### src/rtl/hazard_controller_if.sv
// rtl/hazard_controller_if.sv - pipeline hazard signals between datapath and hazard controller
// master: pipeline datapath side; slave: hazard controller.
interface hazard_controller_if;
   logic [4:0]  Rs1D, Rs2D, Rs1E, Rs2E, RdE, RdM, RdW;
   logic        ResultSrcE0, RegWriteM, RegWriteW, PCSrcE;
   logic        MemReqM, MemAck, CntClr;
   logic        StallF, StallD, StallE, StallM;
   logic        FlushD, FlushE, FlushW;
   logic [1:0]  ForwardAE, ForwardBE;
   logic [15:0] StallCycles, FlushCount;

   modport master (
      output Rs1D, Rs2D, Rs1E, Rs2E, RdE, RdM, RdW,
      output ResultSrcE0, RegWriteM, RegWriteW, PCSrcE, MemReqM, MemAck, CntClr,
      input  StallF, StallD, StallE, StallM, FlushD, FlushE, FlushW,
      input  ForwardAE, ForwardBE, StallCycles, FlushCount
   );

   modport slave (
      input  Rs1D, Rs2D, Rs1E, Rs2E, RdE, RdM, RdW,
      input  ResultSrcE0, RegWriteM, RegWriteW, PCSrcE, MemReqM, MemAck, CntClr,
      output StallF, StallD, StallE, StallM, FlushD, FlushE, FlushW,
      output ForwardAE, ForwardBE, StallCycles, FlushCount
   );
endinterface

### src/rtl/hazard_controller.sv
// rtl/hazard_controller.sv - forwarding, load-use, branch and memory-wait hazard control
// Priority: memory stall > branch flush > load-use stall.
module hazard_controller (
   input logic          clk,
   input logic          rst_n,
   hazard_controller_if.slave hz
);

   typedef enum logic {RUN = 1'b0, MEM_WAIT = 1'b1} state_t;

   state_t      state, state_nxt;
   logic        memstall, lwraw, lwstall;
   logic        stall_f, stall_d, stall_e, stall_m;
   logic        flush_d, flush_e, flush_w;
   logic [1:0]  fwd_a, fwd_b;
   logic [15:0] stall_cnt, flush_cnt;

   always_ff @(posedge clk or negedge rst_n) begin
      if (!rst_n) state <= RUN;
      else        state <= state_nxt;
   end

   always_comb begin
      state_nxt = state;
      case (state)
         RUN:      if (hz.MemReqM && !hz.MemAck) state_nxt = MEM_WAIT;
         MEM_WAIT: if (hz.MemAck) state_nxt = RUN;
         default:  state_nxt = RUN;
      endcase
   end

   always_comb begin
      fwd_a = 2'b00;
      fwd_b = 2'b00;
      if (hz.RegWriteM && hz.RdM != 5'd0 && hz.RdM == hz.Rs1E)      fwd_a = 2'b10;
      else if (hz.RegWriteW && hz.RdW != 5'd0 && hz.RdW == hz.Rs1E) fwd_a = 2'b01;
      if (hz.RegWriteM && hz.RdM != 5'd0 && hz.RdM == hz.Rs2E)      fwd_b = 2'b10;
      else if (hz.RegWriteW && hz.RdW != 5'd0 && hz.RdW == hz.Rs2E) fwd_b = 2'b01;

      memstall = hz.MemReqM && !hz.MemAck;
      lwraw    = hz.ResultSrcE0 && hz.RdE != 5'd0 &&
                 (hz.RdE == hz.Rs1D || hz.RdE == hz.Rs2D);
      // Load-use only counts as the active cause when nothing outranks it.
      lwstall  = lwraw && !memstall && !hz.PCSrcE;

      stall_f = 1'b0; stall_d = 1'b0; stall_e = 1'b0; stall_m = 1'b0;
      flush_d = 1'b0; flush_e = 1'b0; flush_w = 1'b0;
      if (memstall) begin
         stall_f = 1'b1; stall_d = 1'b1; stall_e = 1'b1; stall_m = 1'b1;
         flush_w = 1'b1;
      end else if (hz.PCSrcE) begin
         flush_d = 1'b1; flush_e = 1'b1;
      end else if (lwraw) begin
         stall_f = 1'b1; stall_d = 1'b1; flush_e = 1'b1;
      end

      if (!rst_n) begin
         stall_f = 1'b0; stall_d = 1'b0; stall_e = 1'b0; stall_m = 1'b0;
         flush_d = 1'b0; flush_e = 1'b0; flush_w = 1'b0;
         fwd_a   = 2'b00; fwd_b = 2'b00;
      end
   end

   always_ff @(posedge clk or negedge rst_n) begin
      if (!rst_n) begin
         stall_cnt <= 16'd0;
         flush_cnt <= 16'd0;
      end else if (hz.CntClr) begin
         stall_cnt <= 16'd0;
         flush_cnt <= 16'd0;
      end else begin
         if (stall_f && stall_cnt != 16'hFFFF)
            stall_cnt <= stall_cnt + 16'd1;
         if (flush_e && !lwstall && flush_cnt != 16'hFFFF)
            flush_cnt <= flush_cnt + 16'd1;
      end
   end

   assign hz.StallF      = stall_f;
   assign hz.StallD      = stall_d;
   assign hz.StallE      = stall_e;
   assign hz.StallM      = stall_m;
   assign hz.FlushD      = flush_d;
   assign hz.FlushE      = flush_e;
   assign hz.FlushW      = flush_w;
   assign hz.ForwardAE   = fwd_a;
   assign hz.ForwardBE   = fwd_b;
   assign hz.StallCycles = stall_cnt;
   assign hz.FlushCount  = flush_cnt;

endmodule

### src/flat_wrapper.sv
// flat-port wrapper written by rule: the top's interface ports become plain ports
module hazard_controller_flat 
  (clk, rst_n, hz_Rs1D, hz_Rs2D, hz_Rs1E, hz_Rs2E, hz_RdE, hz_RdM, hz_RdW, hz_ResultSrcE0, hz_RegWriteM, hz_RegWriteW, hz_PCSrcE, hz_MemReqM, hz_MemAck, hz_CntClr, hz_StallF, hz_StallD, hz_StallE, hz_StallM, hz_FlushD, hz_FlushE, hz_FlushW, hz_ForwardAE, hz_ForwardBE, hz_StallCycles, hz_FlushCount);
  hazard_controller_if hz_i ();
  input logic clk;
  input logic rst_n;
  input wire logic [$bits(hz_i.Rs1D)-1:0] hz_Rs1D;
  input wire logic [$bits(hz_i.Rs2D)-1:0] hz_Rs2D;
  input wire logic [$bits(hz_i.Rs1E)-1:0] hz_Rs1E;
  input wire logic [$bits(hz_i.Rs2E)-1:0] hz_Rs2E;
  input wire logic [$bits(hz_i.RdE)-1:0] hz_RdE;
  input wire logic [$bits(hz_i.RdM)-1:0] hz_RdM;
  input wire logic [$bits(hz_i.RdW)-1:0] hz_RdW;
  input wire logic [$bits(hz_i.ResultSrcE0)-1:0] hz_ResultSrcE0;
  input wire logic [$bits(hz_i.RegWriteM)-1:0] hz_RegWriteM;
  input wire logic [$bits(hz_i.RegWriteW)-1:0] hz_RegWriteW;
  input wire logic [$bits(hz_i.PCSrcE)-1:0] hz_PCSrcE;
  input wire logic [$bits(hz_i.MemReqM)-1:0] hz_MemReqM;
  input wire logic [$bits(hz_i.MemAck)-1:0] hz_MemAck;
  input wire logic [$bits(hz_i.CntClr)-1:0] hz_CntClr;
  output wire logic [$bits(hz_i.StallF)-1:0] hz_StallF;
  output wire logic [$bits(hz_i.StallD)-1:0] hz_StallD;
  output wire logic [$bits(hz_i.StallE)-1:0] hz_StallE;
  output wire logic [$bits(hz_i.StallM)-1:0] hz_StallM;
  output wire logic [$bits(hz_i.FlushD)-1:0] hz_FlushD;
  output wire logic [$bits(hz_i.FlushE)-1:0] hz_FlushE;
  output wire logic [$bits(hz_i.FlushW)-1:0] hz_FlushW;
  output wire logic [$bits(hz_i.ForwardAE)-1:0] hz_ForwardAE;
  output wire logic [$bits(hz_i.ForwardBE)-1:0] hz_ForwardBE;
  output wire logic [$bits(hz_i.StallCycles)-1:0] hz_StallCycles;
  output wire logic [$bits(hz_i.FlushCount)-1:0] hz_FlushCount;
  assign hz_i.Rs1D = hz_Rs1D;
  assign hz_i.Rs2D = hz_Rs2D;
  assign hz_i.Rs1E = hz_Rs1E;
  assign hz_i.Rs2E = hz_Rs2E;
  assign hz_i.RdE = hz_RdE;
  assign hz_i.RdM = hz_RdM;
  assign hz_i.RdW = hz_RdW;
  assign hz_i.ResultSrcE0 = hz_ResultSrcE0;
  assign hz_i.RegWriteM = hz_RegWriteM;
  assign hz_i.RegWriteW = hz_RegWriteW;
  assign hz_i.PCSrcE = hz_PCSrcE;
  assign hz_i.MemReqM = hz_MemReqM;
  assign hz_i.MemAck = hz_MemAck;
  assign hz_i.CntClr = hz_CntClr;
  assign hz_StallF = hz_i.StallF;
  assign hz_StallD = hz_i.StallD;
  assign hz_StallE = hz_i.StallE;
  assign hz_StallM = hz_i.StallM;
  assign hz_FlushD = hz_i.FlushD;
  assign hz_FlushE = hz_i.FlushE;
  assign hz_FlushW = hz_i.FlushW;
  assign hz_ForwardAE = hz_i.ForwardAE;
  assign hz_ForwardBE = hz_i.ForwardBE;
  assign hz_StallCycles = hz_i.StallCycles;
  assign hz_FlushCount = hz_i.FlushCount;
  hazard_controller u_core (.clk(clk), .rst_n(rst_n), .hz(hz_i));
endmodule
### config.mk
export PLATFORM = sky130hd
export DESIGN_NAME = hazard_controller_flat
export DESIGN_NICKNAME = d
export VERILOG_FILES = /design/src/rtl/hazard_controller_if.sv /design/src/rtl/hazard_controller.sv /design/src/flat_wrapper.sv
export SDC_FILE = /design/constraint.sdc
export NUM_CORES = 1
export LEC_CHECK = 0
export BUFFER_PORTS_ARGS = -buffer_cell sky130_fd_sc_hd__buf_2
export CAP_MARGIN = 25
export CORE_MARGIN = 2
export CORE_UTILIZATION = 38
export CTS_CLUSTER_SIZE = 12
export DETAILED_ROUTE_END_ITERATION = 7
export GPL_ROUTABILITY_DRIVEN = 0
export PLACE_DENSITY_LB_ADDON = 0.25
export SYNTH_ARGS = -nofsm -noshare
export SYNTH_HDL_FRONTEND = slang
export SYNTH_SLANG_ARGS = --single-unit
### constraint.sdc
create_clock -name clk -period 4 [get_ports clk]
set_clock_uncertainty 0.1 [all_clocks]
set_input_delay 1 -clock clk [delete_from_list [all_inputs] [get_ports clk]]
set_output_delay 1 -clock clk [all_outputs]
set_load 0.02 [all_outputs]
# Word level (Yosys, flattened, before mapping)
# Index checks and enable logic that the tools add are counted.
[classes] add_sub_neg=2 n_eq_ne=8 n_mux=22 reduce_logical=24
[op_table] op="$mux W16" count=4
[op_table] op="$add A16 B1 Y16 const B" count=2
[op_table] op="$ne A16 B16 Y1 const B" count=2
[op_table] op="$eq A5 B5 Y1" count=6
[op_table] op="$reduce_bool A5 Y1" count=3
[op_table] op="$logic_and A1 B1 Y1" count=14
[op_table] op="$mux W1" count=14
[op_table] op="$mux W2" count=4
[op_table] op="$logic_not A1 Y1" count=4
[op_table] op="$reduce_bool A2 Y1" count=2
[op_table] op="$logic_or A1 B1 Y1" count=1
[totals] reg_bits=32 input_bits=44 out_inout_bits=43 wordCells=58

# Longest topological paths before layout
[depth] depth_word=11 ltp_mapped=9 ltp_nobuf=7

# Worst setup path before layout
# OpenSTA, ideal clock, no wires.
[synth_timing] path_kind="in2out" startpoint="input hz_RdM[0]" endpoint="output hz_ForwardAE[0]" arrival_ns=2.469 slack_ns=0.431 cell_stages=4 n_path_buf=0 path_cell_list="or4_1 > o21ai_1 > nor4_1 > nor4_1"
[synth_via] elab_chain_len=5
[synth_lines] element="start, declared" line="flat_wrapper.sv:12" text="input wire logic [$bits(hz_i.RdM)-1:0] hz_RdM;"
[synth_lines] element="$reduce_bool A5 Y1" line="hazard_controller.sv:35" text="if (hz.RegWriteM && hz.RdM != 5'd0 && hz.RdM == hz.Rs1E) fwd_a = 2'b10;"
[synth_lines] element="$logic_and A1 B1 Y1" line="hazard_controller.sv:35"
[synth_lines] element="$logic_and A1 B1 Y1 (*)" line="hazard_controller.sv:35"
[synth_lines] element="$mux W2 (*)" line="hazard_controller.sv:35"
[synth_lines] element="$mux W2 (*)" line="hazard_controller.sv:57" text="if (!rst_n) begin"
[synth_lines] element="end, declared" line="flat_wrapper.sv:28" text="output wire logic [$bits(hz_i.ForwardAE)-1:0] hz_ForwardAE;"
# Mark *: on every way between the ends. The rest lies on a longest branch, timed or not.

# Worst setup path after layout
# Ends and elaborated chain as after synthesis.

==> results.cfg <==
[synthesis]
async_flop_share = 1.00
synth_edf_count = 0
avgSynthCellArea_um2 = 9.38
yosysSeqAreaShare = 0.366
yosys_warnings = 0
synth_fp_nets = 279
netlist_area_um2 = 2190
ys_ff_latch = 32
synthDistinctLibCells = 40
netlist_instances = 233
synth_ff_type = dfrtp_1

[setup_path]
path_class = in2out
crit_arrival_ps = 2430
crit_chain = buf_2 > or4_1 > o21ai_1 > nor4_1 > nor4_1 > buf_2
critical_path.startpoint = hz_RdM[0]
start_kind = primary input
max_stage_delay_ps = 510
critical_path.max_fanout = 3
worstSetupEndpoint = hz_ForwardAE[0]
r2r-start = u_core.hz.StallCycles[0]$_DFFE_PN0P_
end_kind = output port
cp_data_required_time_ps = 2900
worstReg2RegEnd = u_core.hz.StallCycles[11]$_DFFE_PN0P_
reg2reg_depth = 8
reg2reg_slack_ps = 1540
critPathSlowestCell = or4_1

[timing]
slew_viol_final = 0
rsz0062_at_grt = no
period_share = 0.882
finalSetupTns_ps = 0
worst_pin_slew_ps = 683
setup_viol_count_final = 0
fmax_mhz = 283
hold_viol_final = 0
period_minus_slack_ps = 3530
maxSlewHeadroom = 0.545

[clocking]
cts.sinks = 32
path_clk_slew_ps = 70
post_cts_resized = 0
ctsLongestPathBuffers = 2
cts_tree = done
clkLatencyLatePin_ps = 290
post_cts_buffers = 0
cts_buffers = 5
h-tree-depth = 2
clock-root-buffer = clkbuf_8
holdBufCountCts = 0

[grt]
grt_pass1_vias = 1830
grt_pass1_wl_um = 8280
use_met3 = 0.0396
antenna_found_initial = 0
grt_overflow = 0
grtUsageMet1 = 0.211
use_met2 = 0.275
grt_max_degree = 33
grt.busiest_layer = met2
grt_use_total = 0.168

[floorplanning]
fp-row-count = 27
die_h_um = 79.8
die_x_um = 79.8
pin_count = 87
coreArea_um2 = 5540
initial_core_util = 0.395
dieArea_um2 = 6380

[outcome]
outcome = finished clean

[detailed_routing]
num_vias = 2051
postRouteAntennaNets = 0
wire_per_inst_um = 13.4
drcViolationCount = 0
wl_um = 5260
vias_per_cell = 5.22
dr.pass1.iters = 4
drt_iter0_markers = 76

[finish]
fill_cells = 540
nNetsFinal = 366
layout-drive-gt1-share = 0.361
area_growth_pct = 26.8
final_util = 0.500
diodes = 0

[placement]
numPortBuffers = 86
dp_hpwl_um = 3970

[power_and_ir_drop]
p_leak_nw = 1.31
power_density_nw_per_um2 = 283
vdd.ir_drop.worst_v = 0.000154

[job]
maxCapViolations = 0

[worst_hold_path]
worstHoldPathType = reg2reg
==> Yosys cell counts, types with 2 or more instances <==
library cell	number	share of area
inv_1	4	0.0069
xnor2_1	19	0.076
and3_2	2	0.0069
xor2_1	27	0.11
nand4_1	9	0.026
or4_1	6	0.021
dfrtp_1	32	0.37
a21oi_1	10	0.023
or3_1	12	0.034
ha_1	2	0.011
and4_4	2	0.010
and3_4	2	0.010
and3_1	4	0.011
and2_1	2	0.0057
buf_4	3	0.010
a21oi_2	7	0.028
buf_6	2	0.010
mux2i_1	2	0.0092
nand2b_1	2	0.0057
nor2_1	18	0.031
o21ai_0	5	0.011
nand2_1	13	0.022
o31ai_1	2	0.0069
and4_1	2	0.0080
o21ai_1	9	0.021
clkbuf_1	2	0.0034
nand3_1	16	0.037
nor4_1	5	0.014
==> metrics by stage <==
stage | instance area, um2 | setup WS [ps] | hold slack, ps | total power, mW | instances
2_1_floorplan | 2190 | 431 | 547 | 0.397 | 233
3_3_place_gp | 2650 | 517 | 444 | 0.444 | 385
3_5_place_dp | 2650 | 438 | 450 | 0.446 | 385
4_1_cts | 2770 | 437 | 468 | 0.796 | 393
5_1_grt | 2770 | 410 | 483 | 0.817 | 393
6_report | 2770 | 471 | 469 | 0.786 | 393
==> routing by layer <==
metal  vias up  wire length [um]  share of wire
li1       1018                 -              -
met1       950              2330           0.44
met2        74              2450           0.47
met3         9               379          0.072
met4         0               104          0.020
met5         -                 0              0
==> registers in the layout, indices dropped and copies added (netlist names) <==
signal / count
u_core.hz.FlushCount: 16
u_core.hz.StallCycles: 16
==> layout by cell type, fill, tap and decap left out <==
| master | instances |
|---|---|
| buf_2 | 86 |
| dfrtp_1 | 32 |
| xor2_1 | 27 |
| xnor2_1 | 19 |
| nor2_1 | 18 |
| nand3_1 | 16 |
| nand2_1 | 13 |
| or3_1 | 12 |
| a21oi_1 | 10 |
| o21ai_1 | 9 |
| nand4_1 | 9 |
| a21oi_2 | 7 |
| clkbuf_8 | 7 |
| or4_1 | 6 |
| nor4_1 | 5 |
| o21ai_0 | 5 |
| inv_1 | 4 |
| and3_1 | 4 |
| buf_4 | 3 |
| nand2b_1 | 2 |
| and2_1 | 2 |
| and4_1 | 2 |
| and4_4 | 2 |
| mux2i_1 | 2 |
| and3_2 | 2 |
| and3_4 | 2 |
| o31ai_1 | 2 |
| ha_1 | 2 |
| o211ai_1 | 1 |
| or4_4 | 1 |
| o21ai_2 | 1 |
| o22ai_4 | 1 |
| nand3b_1 | 1 |
| a2111oi_2 | 1 |
| nor3_1 | 1 |
| a211oi_1 | 1 |
| a41oi_2 | 1 |
| a211oi_2 | 1 |
| bufinv_16 | 1 |
==> worst min-delay path by stage <==
| stage | start | to | depth (start not counted) |
|---|---|---|---|
| after floorplan | u_core.hz.StallCycles[5]$_DFFE_PN0P_ | u_core.hz.StallCycles[5]$_DFFE_PN0P_ | 2 |
| after global placement | u_core.hz.FlushCount[9]$_DFFE_PN0P_ | u_core.hz.FlushCount[9]$_DFFE_PN0P_ | 2 |
| after detailed placement | u_core.hz.FlushCount[9]$_DFFE_PN0P_ | u_core.hz.FlushCount[9]$_DFFE_PN0P_ | 2 |
| after CTS | u_core.hz.FlushCount[9]$_DFFE_PN0P_ | u_core.hz.FlushCount[9]$_DFFE_PN0P_ | 2 |
| after global routing | u_core.hz.FlushCount[9]$_DFFE_PN0P_ | u_core.hz.FlushCount[9]$_DFFE_PN0P_ | 2 |
| final | u_core.hz.FlushCount[9]$_DFFE_PN0P_ | u_core.hz.FlushCount[9]$_DFFE_PN0P_ | 2 |
==> report_power, final <==
group          switching, mW  total [mW]  internal [mW]
logic                 0.0630       0.110         0.0468
registers            0.00329       0.329          0.325
clock network          0.127       0.347          0.220
total                  0.194       0.786          0.592
==> critical path: cells and delay by family <==
family                 cells  cell delay [ps]
and+or+nand+nor            3              910
buffers and inverters      2              340
AOI/OAI and AO/OA          1              180
==> layout make-up <==
type,instances,area [um2],share of cell area
Tap cell,72,90.1,0.0325
Inverter,4,15.0,0.00542
Sequential cell,32,801,0.289
Multi-Input combinational cell,188,1290,0.464
Clock buffer,7,96.3,0.0347
Clock inverter,1,30.0,0.0108
Timing Repair Buffer,89,453,0.163
==> cell families (layout without fill, tap and decap cells) <==
family          after synthesis  after routing  share of synthesized area
simple gates                 98             98                      0.254
xor+xnor                     46             46                      0.184
compound gates               40             40                      0.130
flops                        32             32                      0.366
buf+inv                      13            101                     0.0446
fa+ha+maj                     2              2                     0.0114
mux                           2              2                    0.00916
(Power assumes the default switching activity.)
